## src/rtl/constants_pkg.sv

```systemverilog
// Shared memory-system widths used by the processor datapath and its I/O blocks.
package constants_pkg;
    localparam int MEMORY_DATA_BITS    = 16;
    localparam int MEMORY_ADDRESS_BITS = 16;
endpackage

```

## src/rtl/memory_input_ports_if.sv

```systemverilog
// Bundle of the processor read bus plus the four external input-port handshakes.
interface memory_input_ports_if;
    import constants_pkg::*;

    logic                           rd_mem_en;
    logic [MEMORY_ADDRESS_BITS-1:0] rd_mem_addr;
    logic [MEMORY_DATA_BITS-1:0]    rd_io_data;
    logic                           rd_io_hit;
    logic                           rd_io_valid;

    logic [MEMORY_DATA_BITS-1:0]    in_port0;
    logic [MEMORY_DATA_BITS-1:0]    in_port1;
    logic [MEMORY_DATA_BITS-1:0]    in_port2;
    logic [MEMORY_DATA_BITS-1:0]    in_port3;
    logic                           in_port0_valid;
    logic                           in_port1_valid;
    logic                           in_port2_valid;
    logic                           in_port3_valid;
    logic                           in_port0_ready;
    logic                           in_port1_ready;
    logic                           in_port2_ready;
    logic                           in_port3_ready;

    modport master (
        output rd_mem_en, rd_mem_addr,
        input  rd_io_data, rd_io_hit, rd_io_valid,
        output in_port0, in_port1, in_port2, in_port3,
        output in_port0_valid, in_port1_valid, in_port2_valid, in_port3_valid,
        input  in_port0_ready, in_port1_ready, in_port2_ready, in_port3_ready
    );

    modport slave (
        input  rd_mem_en, rd_mem_addr,
        output rd_io_data, rd_io_hit, rd_io_valid,
        input  in_port0, in_port1, in_port2, in_port3,
        input  in_port0_valid, in_port1_valid, in_port2_valid, in_port3_valid,
        output in_port0_ready, in_port1_ready, in_port2_ready, in_port3_ready
    );
endinterface

```

## src/rtl/memory_input_ports.sv

```systemverilog
// Four memory-mapped one-entry input buffers plus a status register, read by the
// processor with one cycle of latency.
module memory_input_ports
    import constants_pkg::*;
#(
    parameter logic [MEMORY_ADDRESS_BITS-1:0] PORT_BASE_ADDR = 'hfffc,
    parameter logic [MEMORY_ADDRESS_BITS-1:0] STATUS_ADDR    = 'hfffb
) (
    input  logic                 clk,
    input  logic                 reset_n,
    memory_input_ports_if.slave  bus
);
    localparam int DW = MEMORY_DATA_BITS;

    logic [DW-1:0] w_inData [4];
    logic [3:0]    w_inValid;
    logic [3:0]    w_portSel;
    logic [3:0]    w_capture;
    logic [3:0]    w_overrunEvent;
    logic          w_statusSel;
    logic          w_hit;
    logic [DW-1:0] w_status;
    logic [DW-1:0] w_rdNext;

    logic [DW-1:0] r_hold [4];
    logic [3:0]    r_full;
    logic [3:0]    r_overrun;
    logic [DW-1:0] r_rdData;
    logic          r_rdValid;

    assign w_inData[0] = bus.in_port0;
    assign w_inData[1] = bus.in_port1;
    assign w_inData[2] = bus.in_port2;
    assign w_inData[3] = bus.in_port3;
    assign w_inValid   = {bus.in_port3_valid, bus.in_port2_valid,
                          bus.in_port1_valid, bus.in_port0_valid};

    assign bus.in_port0_ready = ~r_full[0];
    assign bus.in_port1_ready = ~r_full[1];
    assign bus.in_port2_ready = ~r_full[2];
    assign bus.in_port3_ready = ~r_full[3];

    // Offers against a full buffer are dropped and flagged instead of captured.
    for (genvar n = 0; n < 4; n++) begin : g_port
        assign w_portSel[n]      = bus.rd_mem_en &&
                                   (bus.rd_mem_addr == PORT_BASE_ADDR + MEMORY_ADDRESS_BITS'(n));
        assign w_capture[n]      = w_inValid[n] & ~r_full[n];
        assign w_overrunEvent[n] = w_inValid[n] &  r_full[n];
    end

    assign w_statusSel = bus.rd_mem_en && (bus.rd_mem_addr == STATUS_ADDR);
    assign w_hit       = (|w_portSel) | w_statusSel;

    always_comb begin
        w_status      = '0;
        w_status[7:0] = {r_overrun, r_full};
        w_rdNext      = r_rdData;
        if (w_statusSel) w_rdNext = w_status;
        for (int n = 0; n < 4; n++) begin
            if (w_portSel[n]) w_rdNext = r_hold[n];
        end
    end

    // A port read always returns the pre-edge hold value, even when a capture lands at the same edge.
    always_ff @(posedge clk or negedge reset_n) begin
        if (!reset_n) begin
            for (int n = 0; n < 4; n++) r_hold[n] <= '0;
            r_full    <= '0;
            r_overrun <= '0;
        end else begin
            for (int n = 0; n < 4; n++) begin
                if (w_capture[n]) r_hold[n] <= w_inData[n];
            end
            r_full    <= w_capture | (r_full & ~w_portSel);
            r_overrun <= w_overrunEvent | (r_overrun & ~{4{w_statusSel}});
        end
    end

    always_ff @(posedge clk or negedge reset_n) begin
        if (!reset_n) begin
            r_rdData  <= '0;
            r_rdValid <= 1'b0;
        end else begin
            r_rdData  <= w_rdNext;
            r_rdValid <= w_hit;
        end
    end

    assign bus.rd_io_hit   = w_hit;
    assign bus.rd_io_data  = r_rdData;
    assign bus.rd_io_valid = r_rdValid;
endmodule

```

## src/flat_wrapper.sv

```systemverilog
// flat-port wrapper written by rule: the top's interface ports become plain ports
module memory_input_ports_flat import constants_pkg::*;
#(
    parameter logic [MEMORY_ADDRESS_BITS-1:0] PORT_BASE_ADDR = 'hfffc,
    parameter logic [MEMORY_ADDRESS_BITS-1:0] STATUS_ADDR    = 'hfffb
)
  (clk, reset_n, bus_rd_mem_en, bus_rd_mem_addr, bus_rd_io_data, bus_rd_io_hit, bus_rd_io_valid, bus_in_port0, bus_in_port1, bus_in_port2, bus_in_port3, bus_in_port0_valid, bus_in_port1_valid, bus_in_port2_valid, bus_in_port3_valid, bus_in_port0_ready, bus_in_port1_ready, bus_in_port2_ready, bus_in_port3_ready);
  memory_input_ports_if bus_i ();
  input  logic clk;
  input  logic reset_n;
  input wire logic [$bits(bus_i.rd_mem_en)-1:0] bus_rd_mem_en;
  input wire logic [$bits(bus_i.rd_mem_addr)-1:0] bus_rd_mem_addr;
  output wire logic [$bits(bus_i.rd_io_data)-1:0] bus_rd_io_data;
  output wire logic [$bits(bus_i.rd_io_hit)-1:0] bus_rd_io_hit;
  output wire logic [$bits(bus_i.rd_io_valid)-1:0] bus_rd_io_valid;
  input wire logic [$bits(bus_i.in_port0)-1:0] bus_in_port0;
  input wire logic [$bits(bus_i.in_port1)-1:0] bus_in_port1;
  input wire logic [$bits(bus_i.in_port2)-1:0] bus_in_port2;
  input wire logic [$bits(bus_i.in_port3)-1:0] bus_in_port3;
  input wire logic [$bits(bus_i.in_port0_valid)-1:0] bus_in_port0_valid;
  input wire logic [$bits(bus_i.in_port1_valid)-1:0] bus_in_port1_valid;
  input wire logic [$bits(bus_i.in_port2_valid)-1:0] bus_in_port2_valid;
  input wire logic [$bits(bus_i.in_port3_valid)-1:0] bus_in_port3_valid;
  output wire logic [$bits(bus_i.in_port0_ready)-1:0] bus_in_port0_ready;
  output wire logic [$bits(bus_i.in_port1_ready)-1:0] bus_in_port1_ready;
  output wire logic [$bits(bus_i.in_port2_ready)-1:0] bus_in_port2_ready;
  output wire logic [$bits(bus_i.in_port3_ready)-1:0] bus_in_port3_ready;
  assign bus_i.rd_mem_en = bus_rd_mem_en;
  assign bus_i.rd_mem_addr = bus_rd_mem_addr;
  assign bus_rd_io_data = bus_i.rd_io_data;
  assign bus_rd_io_hit = bus_i.rd_io_hit;
  assign bus_rd_io_valid = bus_i.rd_io_valid;
  assign bus_i.in_port0 = bus_in_port0;
  assign bus_i.in_port1 = bus_in_port1;
  assign bus_i.in_port2 = bus_in_port2;
  assign bus_i.in_port3 = bus_in_port3;
  assign bus_i.in_port0_valid = bus_in_port0_valid;
  assign bus_i.in_port1_valid = bus_in_port1_valid;
  assign bus_i.in_port2_valid = bus_in_port2_valid;
  assign bus_i.in_port3_valid = bus_in_port3_valid;
  assign bus_in_port0_ready = bus_i.in_port0_ready;
  assign bus_in_port1_ready = bus_i.in_port1_ready;
  assign bus_in_port2_ready = bus_i.in_port2_ready;
  assign bus_in_port3_ready = bus_i.in_port3_ready;
  memory_input_ports #(.PORT_BASE_ADDR(PORT_BASE_ADDR), .STATUS_ADDR(STATUS_ADDR)) u_core (.clk(clk), .reset_n(reset_n), .bus(bus_i));
endmodule
```

## config.mk

```make
export PLATFORM = sky130hd
export DESIGN_NAME = memory_input_ports_flat
export DESIGN_NICKNAME = d
export VERILOG_FILES = /design/src/rtl/constants_pkg.sv /design/src/rtl/memory_input_ports_if.sv /design/src/rtl/memory_input_ports.sv /design/src/flat_wrapper.sv
export SDC_FILE = /design/constraint.sdc
export NUM_CORES = 1
export LEC_CHECK = 0
export CORE_UTILIZATION = 52
export DETAILED_ROUTE_END_ITERATION = 7
export PLACE_DENSITY_LB_ADDON = 0.25
export SYNTH_ARGS = -nofsm -noshare
export SYNTH_HDL_FRONTEND = slang
export SYNTH_SLANG_ARGS = --single-unit
```

## constraint.sdc

```tcl
create_clock -name clk -period 3.65 [get_ports clk]
set_input_delay 0.5475 -clock clk [delete_from_list [all_inputs] [get_ports clk]]
set_output_delay 0.5475 -clock clk [all_outputs]
set_load 0.01 [all_outputs]
```

## Word level (Yosys, flattened, before mapping)

Cells that the tools add are included.

| word-level totals | value |
|---|---|
| memory bits (writable) | 0 |
| latch bits | 0 |
| memory bits (read-only) | 0 |
| output and inout port bits | 22 |
| logic and storage cells | 44 |
| memories kept | 0 |
| flip-flop bits (word level) | 89 |
| input bits | 87 |

| cells by class | value |
|---|---|
| add/sub/neg operators | 0 |
| reduce and logical (&&, ||, !) cells | 7 |
| divide/modulo/power cells | 0 |
| bitwise gates (word level) | 19 |
| shift-type cells | 0 |
| $mul | 0 |
| order comparisons | 0 |
| multiplexer cells | 5 |
| equal/unequal tests | 5 |

Operators with widths:

| kind | number |
|---|---|
| $eq 16x16->1 const B | 5 |
| $mux 16 | 5 |
| $and 1x1->1 | 8 |
| $and 4x4->4 | 2 |
| $not 4->4 | 2 |
| $or 4x4->4 | 2 |
| $logic_and 1x1->1 | 5 |
| $reduce_bool 5->1 | 1 |
| $not 1->1 | 4 |
| $reduce_or 4->1 | 1 |
| $or 1x1->1 | 1 |

## Longest topological paths before layout

Gate-level depths: netlist (run 1).

| logic depth | value |
|---|---|
| word-level depth | 7 |
| gate-level depth with buffers | 6 |

## Worst setup path after synthesis (run 1)

Ideal clock, no wire load.

| timing | value |
|---|---|
| path type | input-to-output |
| start point | input port bus_rd_mem_addr[15] |
| end point | output port bus_rd_io_hit |
| stages on the path | 4 |
| setup slack | 1.619 ns |
| arrival | 1.484 ns |
| cells stage by stage | nand4_1 -> nor4_2 -> nand2_2 -> clkinv_4 |

| between the ends | value |
|---|---|
| longest elaborated chain between the ends | 4 |

RTL lines:

| what | line | text |
|---|---|---|
| start, declared | flat_wrapper.sv:12 | `input wire logic [$bits(bus_i.rd_mem_addr)-1:0] bus_rd_mem_addr;` |
| $eq 16x16->1 | memory_input_ports.sv:46 | `(bus.rd_mem_addr == PORT_BASE_ADDR + MEMORY_ADDRESS_BITS'(n));` |
| $logic_and 1x1->1 | memory_input_ports.sv:45 | `assign w_portSel[n] = bus.rd_mem_en &&` |
| $reduce_or 4->1 | memory_input_ports.sv:52 | `assign w_hit = (\|w_portSel) \| w_statusSel;` |
| $or 1x1->1 (*) | memory_input_ports.sv:52 |  |
| end, declared | flat_wrapper.sv:14 | `output wire logic [$bits(bus_i.rd_io_hit)-1:0] bus_rd_io_hit;` |

Every way passes the cells marked *; elsewhere a longest branch is shown, timed or not.

## Worst setup path after layout (run 1)

Ends and elaborated chain as after synthesis.

==> flow_summary_export.csv, run 1 <==
group,metric,value,unit
final_layout,multi_input_area,1550,µm²
synth,synth_top_area_cell,"dfrtp_1",
synth,synth_most_common_cell,"dfrtp_1",
global_routing,antenna_found_initial,0,
timing,finalMaxSlewViolations,0,
place,dpl_cell_area,5080,µm²
synth,avgSynthCellArea,13.2,µm²
clocking,cts_tree,"done",
clocking,cts_sinks,89,
timing,max_slew_margin,27.4,%
synth,synthArstFlopShare,100,%
synth,syn_nets,382,
drt,firstDrtPassIters,4,
place,port_buffers,108,
drt,avgViaCountPerCell,5.63,
power,power-per-cell-area,456,nW/µm²
floorplan,row_count,31,
clocking,post-cts-setup-buffer-count,0,
synth,netlist.area_leader.share,57.1,%
final_layout,stdcell_area,5310,µm²
timing,setup-violations-final,0,
clocking,hold_buffers,0,
timing,max_freq,317,MHz
synth,synth_seq_area_share,57.1,%
clocking,clockRootBuffer,"clkbuf_8",
timing,tns,0,ns
synth,yosys_warnings,0,
timing,hold_viol_final,0,
drt,drtAntennaViolNets,0,
floorplan,core,7250,µm²
min_path,hp-class,"primary input to async pin",
worst_setup_path,cp_data_required_time,3.10,ns
synth,synth_flop_cell,"dfrtp_1",
place,gp_congestion,0.797,
timing,post-route-min-period,3.16,ns
final_layout,drive_above_1_share,25.9,%
synth,syn-cell-area,3900,µm²
drt,vias,2844,
clocking,cts_resized,0,
drt,post_drt_wl_per_cell,18.1,µm
power,peakVddDrop,291,µV
power,power_leakage,2.18,nW
drt,totalWireLength,9130,µm
timing,rsz0062_at_grt,"no",
final_layout,fill_cells,505,
timing,worst_slew_pin_slew,1.09,ns
worst_setup_path,r2r_slack,1.89,ns
clocking,clockBufferDepth,2,
worst_setup_path,critPathKind,"primary input to output pin",
global_routing,grt_overflow,0,
global_routing,grt_pass1_vias,2908,
floorplan,initial_core_util,53.7,%
worst_setup_path,endpoint_kind,"output pin",
synth,yosys-top-cells-area,"dfrtp_1 (57%), mux2_2 (16%), mux4_2 (4.6%)",
floorplan,ios,109,
floorplan,die_w,88.6,µm
clocking,clkLatencyLatePin,0.35,ns
flow_run,drv_cap,0,
worst_setup_path,cp.arrival,2.61,ns
timing,fin_skew,0.0103,ns
clocking,clkTransAtPathRegs,0.08,ns
worst_setup_path,crit_fanout,10,
synth,synth_cell_types,32,
final_layout,seqCellArea,2230,µm²
floorplan,die_h,88.6,µm
synth,synth_common_cells,"dfrtp_1 (89), mux2_2 (57), o21ai_0 (29)",
worst_setup_path,worst_setup_path_start_kind,"primary input",
global_routing,grt_use_total,25.2,%
outcome,status,"completed",
place,hpwl,6420,µm
clocking,cts_buffers,9,
drt,drc,0,
final_layout,syn2layout_area_growth,36.2,%
clocking,cts-htree-levels,3,
floorplan,dieArea,7850,µm²
drt,drtIter0Drc,198,
timing,min_period_over_period,86.5,%
synth,synthesis.instances,295,
place,place_ws,0.521,ns
timing,fin_ws,0.491,ns
synth,yosys_register_bits,89,
synth,synth_edf_count,0,
global_routing,grt_max_degree,90,
final_layout,postLayoutCoreUtil,73.2,%
global_routing,grt_pass1_wl,14500,µm
final_layout,nNetsFinal,488,
final_layout,antenna_cells,0,
[routing by layer]
metal  GRT usage, %  up-vias  share of wire, %
met5              0        -                 0
met4           12.6        0               2.6
met3           4.10       18               4.3
met2           42.9       75                52
met1           31.3     1450                41
li1               -     1301                 -
[area by class of cell]
cell class                      instances  area share [%]
Sequential cell                        89            41.9
Multi-Input combinational cell        173            29.1
Timing Repair Buffer                  115            21.3
Clock buffer                           10            2.59
Tap cell                               99            2.33
Clock inverter                          6            1.72
Inverter                               13            1.01
[cells in the final DEF, fill, tap and decap left out]
cell | synthesis | routed
a211o_1 | 7 | 7
a21o_1 | 2 | 2
a21oi_1 | 9 | 9
a22o_1 | 12 | 12
a31oi_1 | 1 | 1
a41oi_1 | 1 | 1
and2_1 | 1 | 1
buf_4 | 0 | 8
bufinv_16 | 0 | 2
clkbuf_8 | 0 | 10
clkdlybuf4s50_1 | 0 | 107
clkinv_4 | 1 | 2
clkinvlp_4 | 0 | 3
dfrtp_1 | 89 | 89
inv_1 | 12 | 12
mux2_2 | 57 | 57
mux2i_1 | 2 | 2
mux4_2 | 8 | 8
nand2_1 | 8 | 8
nand2_2 | 1 | 1
nand3_1 | 9 | 9
nand3_2 | 1 | 1
nand3b_1 | 3 | 3
nand4_1 | 3 | 3
nor2_1 | 2 | 2
nor2b_2 | 0 | 4
nor4_2 | 1 | 2
nor4bb_1 | 1 | 1
o211ai_1 | 1 | 1
o21ai_0 | 29 | 29
o221a_2 | 7 | 7
or2_1 | 1 | 1
or4_1 | 1 | 1
[sequential cells by signal, summed over array words and instances, names as in the netlist]
signal / count
u_core.bus.rd_io_data: 16
u_core.r_hold: 64
u_core.r_overrun: 4
u_core.r_full: 4
u_core.bus.rd_io_valid: 1
[per-stage QoR]
stage	cells	power (mW)	hold WS, ns
floorplan	295	1.49	0.252
global placement	489	1.66	0.476
detailed placement	489	1.68	0.483
CTS	505	2.43	0.441
global route	505	2.52	0.480
finish	505	2.42	0.370
[cells by family (layout without fill, tap and decap cells)]
| family | Yosys count | after routing | share of synthesized area, % |
|---|---|---|---|
| AOI/OAI and AO/OA | 69 | 69 | 12.1 |
| buffers and inverters | 33 | 144 | 3.63 |
| and+or+nand+nor | 37 | 37 | 5.49 |
| muxes | 67 | 67 | 21.6 |
| DFF | 89 | 89 | 57.1 |
[path summary, 6_finish.rpt]
path / endpoint / cells after the start / start
hold / removal: u_core.r_hold[4] / 1 / reset_n
setup reg to reg: u_core.r_hold[45] / 2 / u_core.r_full[1]
setup / recovery: bus_rd_io_hit / 6 / bus_rd_mem_addr[15]
hold reg to reg: u_core.r_overrun[1] / 1 / u_core.r_overrun[1]
min in group clk: u_core.r_overrun[1] / 1 / u_core.r_overrun[1]
max in group asynchronous: u_core.r_hold[34] / 1 / reset_n
[worst max-delay path, cell delays in order]
cell	delay [ns]
clkdlybuf4s50_1	0.46
nand4_1	0.17
nor4_2	0.61
nand2_2	0.16
clkinv_4	0.13
clkdlybuf4s50_1	0.54
[where the power goes]
part	switching (mW)	total [mW]	internal, mW
Combinational	0.138	0.403	0.266
Clock	0.353	0.759	0.405
Sequential	0.0926	1.26	1.17
Total	0.583	2.42	1.84
Note: power is estimated with default switching activity, not from simulation.
==> run 2: changes to the inputs <==
--- a/config.mk
+++ b/config.mk
@@ -5,9 +5,10 @@
 export SDC_FILE = /design/constraint.sdc
 export NUM_CORES = 1
 export LEC_CHECK = 0
-export CORE_UTILIZATION = 52
+export CORE_UTILIZATION = 42
 export DETAILED_ROUTE_END_ITERATION = 7
 export PLACE_DENSITY_LB_ADDON = 0.25
+export SETUP_SLACK_MARGIN = 0.5
 export SYNTH_ARGS = -nofsm -noshare
 export SYNTH_HDL_FRONTEND = slang
 export SYNTH_SLANG_ARGS = --single-unit
==> flow_summary_export.csv, run 2 (synthesis results as in run 1) <==
group,metric,value,unit
floorplan,ios,109,
drt,vias,2781,
worst_setup_path,cp_data_required_time,3.10,ns
floorplan,die_w,98.3,µm
final_layout,final_common_cell,"clkdlybuf4s50_1",
final_layout,fin_cells,517,
worst_setup_path,endpoint_kind,"output pin",
clocking,clkTransAtPathRegs,0.09,ns
worst_setup_path,critPathMaxStageDelay,0.54,ns
final_layout,stdcell_area,5330,µm²
final_layout,nNetsFinal,491,
timing,fin_skew,0.00715,ns
worst_setup_path,critPathTopFamily,"buffers and inverters",
drt,drtIter0Drc,94,
clocking,cts_buffers,9,
timing,post-route-min-period,3.02,ns
floorplan,initial_core_util,44.0,%
power,power-per-cell-area,439,nW/µm²
clocking,cts_sinks,89,
global_routing,grt_pass1_vias,2964,
power,p_sw,0.570,mW
clocking,clkLatencyLatePin,0.35,ns
worst_setup_path,path_cells,"clkdlybuf4s50_1, nand4_1, nor4_4, nand2_4, clkinv_4, clkdlybuf4s50_1",
drt,totalWireLength,9150,µm
global_routing,grt_overflow,0,
drt,avgViaCountPerCell,5.38,
floorplan,die_h,98.3,µm
global_routing,grt_use_total,20.5,%
worst_setup_path,critPathKind,"primary input to output pin",
final_layout,seqCellArea,2230,µm²
timing,max_slew_margin,40.4,%
worst_setup_path,cpMaxStageDelayCell,"clkdlybuf4s50_1",
floorplan,core,8850,µm²
worst_setup_path,r2r_slack,1.93,ns
place,dp_cells,500,
timing,setup-violations-final,0,
timing,hold_viol_final,0,
timing,min_period_over_period,82.9,%
timing,tns,0,ns
drt,post_drt_wl_per_cell,17.7,µm
worst_setup_path,cp.arrival,2.48,ns
clocking,clockRootBuffer,"clkbuf_8",
power,p_int,1.77,mW
place,dpl_cell_area,5110,µm²
clocking,hold_buffers,0,
global_routing,grt_max_degree,74,
final_layout,max_flop_register,"u_core.r_hold",
worst_setup_path,cp_common_cell,"clkdlybuf4s50_1",
final_layout,postLayoutCoreUtil,60.3,%
worst_setup_path,worst_setup_path_start_kind,"primary input",
place,hpwl,6590,µm
power,swShare,24.4,%
final_layout,layout_common_cells,"clkdlybuf4s50_1 (107), dfrtp_1 (89), mux2_2 (57)",
timing,max_freq,331,MHz
flow_run,drv_cap,0,
drt,firstDrtPassIters,8,
final_layout,antenna_cells,0,
timing,finalMaxSlewViolations,0,
clocking,cts_tree,"done",
outcome,failed_checks,"design-rule violations",
final_layout,multi_input_area,1560,µm²
worst_setup_path,reg2reg_from,"u_core.r_full[0]",
timing,worst_slew_pin_slew,0.894,ns
floorplan,row_count,34,
global_routing,antenna_found_initial,0,
final_layout,syn2layout_area_growth,36.9,%
drt,drc,7,
final_layout,fill_cells,722,
place,port_buffers,108,
timing,rsz0062_at_grt,"no",
final_layout,drive_above_1_share,26.4,%
power,power_leakage,2.20,nW
global_routing,grt_pass1_wl,15100,µm
final_layout,largest_reg_flops,64,
place,gp_congestion,0.766,
outcome,status,"finished, violations left",
timing,timing.hold.ws,0.296,ns
worst_setup_path,cp-startpoint,"bus_rd_mem_addr[4]",
worst_setup_path,crit_fanout,10,
clocking,cts-htree-levels,3,
power,p_clk_share,29.1,%
floorplan,dieArea,9670,µm²
power,pwr-share-comb,17.2,%
power,peakVddDrop,237,µV
min_path,hp-class,"primary input to async pin",
clocking,clockBufferDepth,2,
worst_setup_path,cp_num_buf_inv,3,
drt,drtAntennaViolNets,0,
power,seqPwrFrac,53.7,%
==> run 2: changes by cell type in the layout (fill, tap and decap cells not counted) <==
cell,before,now
buf_4,8,11
bufinv_16,2,1
clkinv_2,0,1
clkinv_4,2,3
clkinvlp_4,3,2
nand2_2,1,0
nand2_4,0,1
nor4_2,2,1
nor4_4,0,1
==> run 2: worst paths after layout <==
path / cells after the start / to
max in group asynchronous: 2 / u_core.r_hold[61]
min in group clk: 1 / u_core.r_overrun[0]
worst min-delay path: 1 / u_core.r_hold[4]
worst max register to register: 3 / u_core.r_hold[57]
worst max-delay path: 6 / bus_rd_io_hit
worst min register to register: 1 / u_core.r_overrun[0]
==> run 2: final cells by class <==
| type | count | share of cell area [%] |
|---|---|---|
| clock buffers | 10 | 2.58 |
| clock inverters | 6 | 1.27 |
| inverters | 13 | 1.01 |
| multi-input cells | 173 | 29.2 |
| flip-flops and latches | 89 | 41.8 |
| well taps | 108 | 2.53 |
| repair buffers | 118 | 21.6 |
==> run 2: per-stage QoR <==
step                      total power [mW]  worst slack [ns]
final                                 2.34             0.625
after CTS                             2.36             0.631
after global routing                  2.47             0.525
after floorplan                       1.49              1.62
after global placement                1.67             0.346
after detailed placement              1.68             0.301
==> run 2: repair_timing <==
| item | CTS | global route |
|---|---|---|
| setup buffers | 1 | 0 |
| setup endpoints to repair | 1 | 0 |
| gates resized for setup | 2 | 0 |
==> run 2: power by group through the flow <==
| stage | clock, mW | combinational, mW | sequential [mW] |
|---|---|---|---|
| 3_3_place_gp | 0 | 0.397 | 1.27 |
| 5_1_grt | 0.745 | 0.442 | 1.28 |
| 3_5_place_dp | 0 | 0.406 | 1.28 |
| 6_report | 0.681 | 0.402 | 1.26 |
| 2_1_floorplan | 0 | 0.247 | 1.25 |
| 4_1_cts | 0.699 | 0.408 | 1.26 |
==> run 2: routing by layer <==
metal  routed length, µm  GRT usage [%]
met1                3860           25.5
met2                4580           35.3
met3                 613           5.80
met4                  93           5.17
met5                   0              0
==> run 3: changes to the inputs <==
==> constraint.sdc (replaced) <==
create_clock -name clk -period 2.9 [get_ports clk]
set_input_delay 0.435 -clock clk [delete_from_list [all_inputs] [get_ports clk]]
set_output_delay 0.435 -clock clk [all_outputs]
set_load 0.01 [all_outputs]
==> flow_summary_export.csv, run 3 (synthesis results as in run 1) <==
group,metric,value,unit
global_routing,grt_pass1_vias,2967,
final_layout,fin_cells,524,
global_routing,grt_pass1_wl,15200,µm
flow_run,drv_cap,0,
final_layout,max_flop_register,"u_core.r_hold",
final_layout,nNetsFinal,498,
drt,totalWireLength,9320,µm
clocking,clockBufferDepth,2,
timing,max_slew_margin,25.9,%
floorplan,dieArea,9670,µm²
clocking,clkLatencyLatePin,0.35,ns
global_routing,grt_max_degree,90,
clocking,cts_buffers,9,
final_layout,layout_common_cells,"clkdlybuf4s50_1 (102), dfrtp_1 (89), mux2_2 (57)",
clocking,clkTransAtPathRegs,0.09,ns
worst_setup_path,worst_setup_path_start_kind,"primary input",
final_layout,final_common_cell,"clkdlybuf4s50_1",
outcome,failed_checks,"design-rule violations",
worst_setup_path,cp.arrival,1.79,ns
worst_setup_path,reg2reg_from,"u_core.r_full[2]",
final_layout,drive_above_1_share,28.1,%
place,dp_cells,502,
timing,finalMaxSlewViolations,0,
clocking,hold_buffers,0,
floorplan,initial_core_util,44.0,%
min_path,hp-class,"primary input to async pin",
place,port_buffers,108,
worst_setup_path,critPathKind,"primary input to output pin",
place,hpwl,6620,µm
drt,firstDrtPassIters,6,
drt,drc,8,
clocking,cts_sinks,89,
clocking,cts-htree-levels,3,
drt,vias,2813,
final_layout,antenna_cells,0,
drt,avgViaCountPerCell,5.37,
floorplan,row_count,34,
floorplan,ios,109,
power,peakVddDrop,293,µV
global_routing,grt_overflow,0,
drt,drtAntennaViolNets,0,
timing,setup-violations-final,0,
timing,worst_slew_pin_slew,1.11,ns
worst_setup_path,rr_worst_depth,3,
power,power_leakage,2.27,nW
drt,drtIter0Drc,159,
power,power-per-cell-area,538,nW/µm²
worst_setup_path,crit_fanout,10,
timing,max_freq,449,MHz
timing,rsz0062_at_grt,"no",
timing,tns,0,ns
global_routing,grt_use_total,20.6,%
timing,post-route-min-period,2.23,ns
worst_setup_path,cp_data_required_time,2.47,ns
floorplan,die_h,98.3,µm
floorplan,core,8850,µm²
floorplan,die_w,98.3,µm
final_layout,largest_reg_flops,64,
timing,min_period_over_period,76.9,%
timing,hold_viol_final,0,
worst_setup_path,r2r_slack,1.34,ns
clocking,cts_tree,"done",
place,gp_congestion,0.755,
worst_setup_path,endpoint_kind,"output pin",
worst_setup_path,timing.rr.end,"u_core.r_hold[24]",
power,power,2.90,mW
timing,fin_skew,0.0126,ns
drt,post_drt_wl_per_cell,17.8,µm
global_routing,antenna_found_initial,0,
clocking,clockRootBuffer,"clkbuf_8",
outcome,status,"finished, violations left",
final_layout,syn2layout_area_growth,38.0,%
run 3: cell count changes in the layout (fill, tap and decap cells not counted), sizes merged:
cell,previous run,this run
clkbuf,10,13
dlymetal6s2s,0,4
clkdlybuf4s50,107,102
buf,11,18
clkinvlp,2,1
bufinv,1,0
run 3: worst max path at each step:
stage | start | end | slack (ns) | cells past startpoint
after global routing | bus_rd_mem_addr[3] | bus_rd_io_hit | 0.59 | 6
after CTS | bus_rd_mem_addr[7] | u_core.bus.rd_io_data[5] | 0.41 | 10
after detailed placement | bus_rd_mem_addr[12] | bus_rd_io_hit | 0.23 | 6
final | bus_rd_mem_addr[3] | bus_rd_io_hit | 0.67 | 6
after floorplan | bus_rd_mem_addr[15] | bus_rd_io_hit | 1.09 | 4
after global placement | bus_rd_mem_addr[12] | bus_rd_io_hit | 0.25 | 6
run 3: timing repair:
item                                    in CTS  in global routing
resized for setup                            1                  9
endpoints found under the setup margin       1                 16
pin swaps                                    3                  4
setup buffers                                6                  0
run 3: per-stage QoR:
step,utilization [%],hold slack [ns],instance area [µm²],setup WS (ns)
finish,60.8,0.260,5380,0.671
global route,60.8,0.375,5380,0.595
CTS,60.5,0.330,5360,0.409
detailed placement,57.9,0.479,5120,0.232
global placement,57.9,0.477,5120,0.254
floorplan,-,0.139,3900,1.09
run 3: cell type report:
class | count | area [µm²]
Clock inverter | 4 | 26.3
Timing Repair Buffer | 125 | 1210
Clock buffer | 12 | 165
Sequential cell | 89 | 2230
Fill cell | 722 | 3470
Inverter | 13 | 53.8
Multi-Input combinational cell | 173 | 1560
Tap cell | 108 | 135
run 3: power by group:
part           switching (mW)  leakage (nW)  internal (mW)
clock                   0.426        0.0984          0.381
sequential              0.115          1.08           1.47
combinational           0.170          1.09          0.337
run 3: critical path, stage by stage:
cell and delay, ns:
clkdlybuf4s50_1 0.48, nand4_1 0.16, nor4_4 0.35, nand2_2 0.12, clkinv_4 0.11, clkbuf_2 0.14
run 3: routing by layer:
| metal | wire length [µm] | share of wire (%) | vias up | GRT usage, % |
|---|---|---|---|---|
| li1 | - | - | 1313 | - |
| met1 | 3960 | 42 | 1393 | 26.1 |
| met2 | 4590 | 49 | 93 | 34.3 |
| met3 | 601 | 6.4 | 14 | 5.08 |
| met4 | 179 | 1.9 | 0 | 7.69 |
| met5 | 0 | 0 | - | 0 |
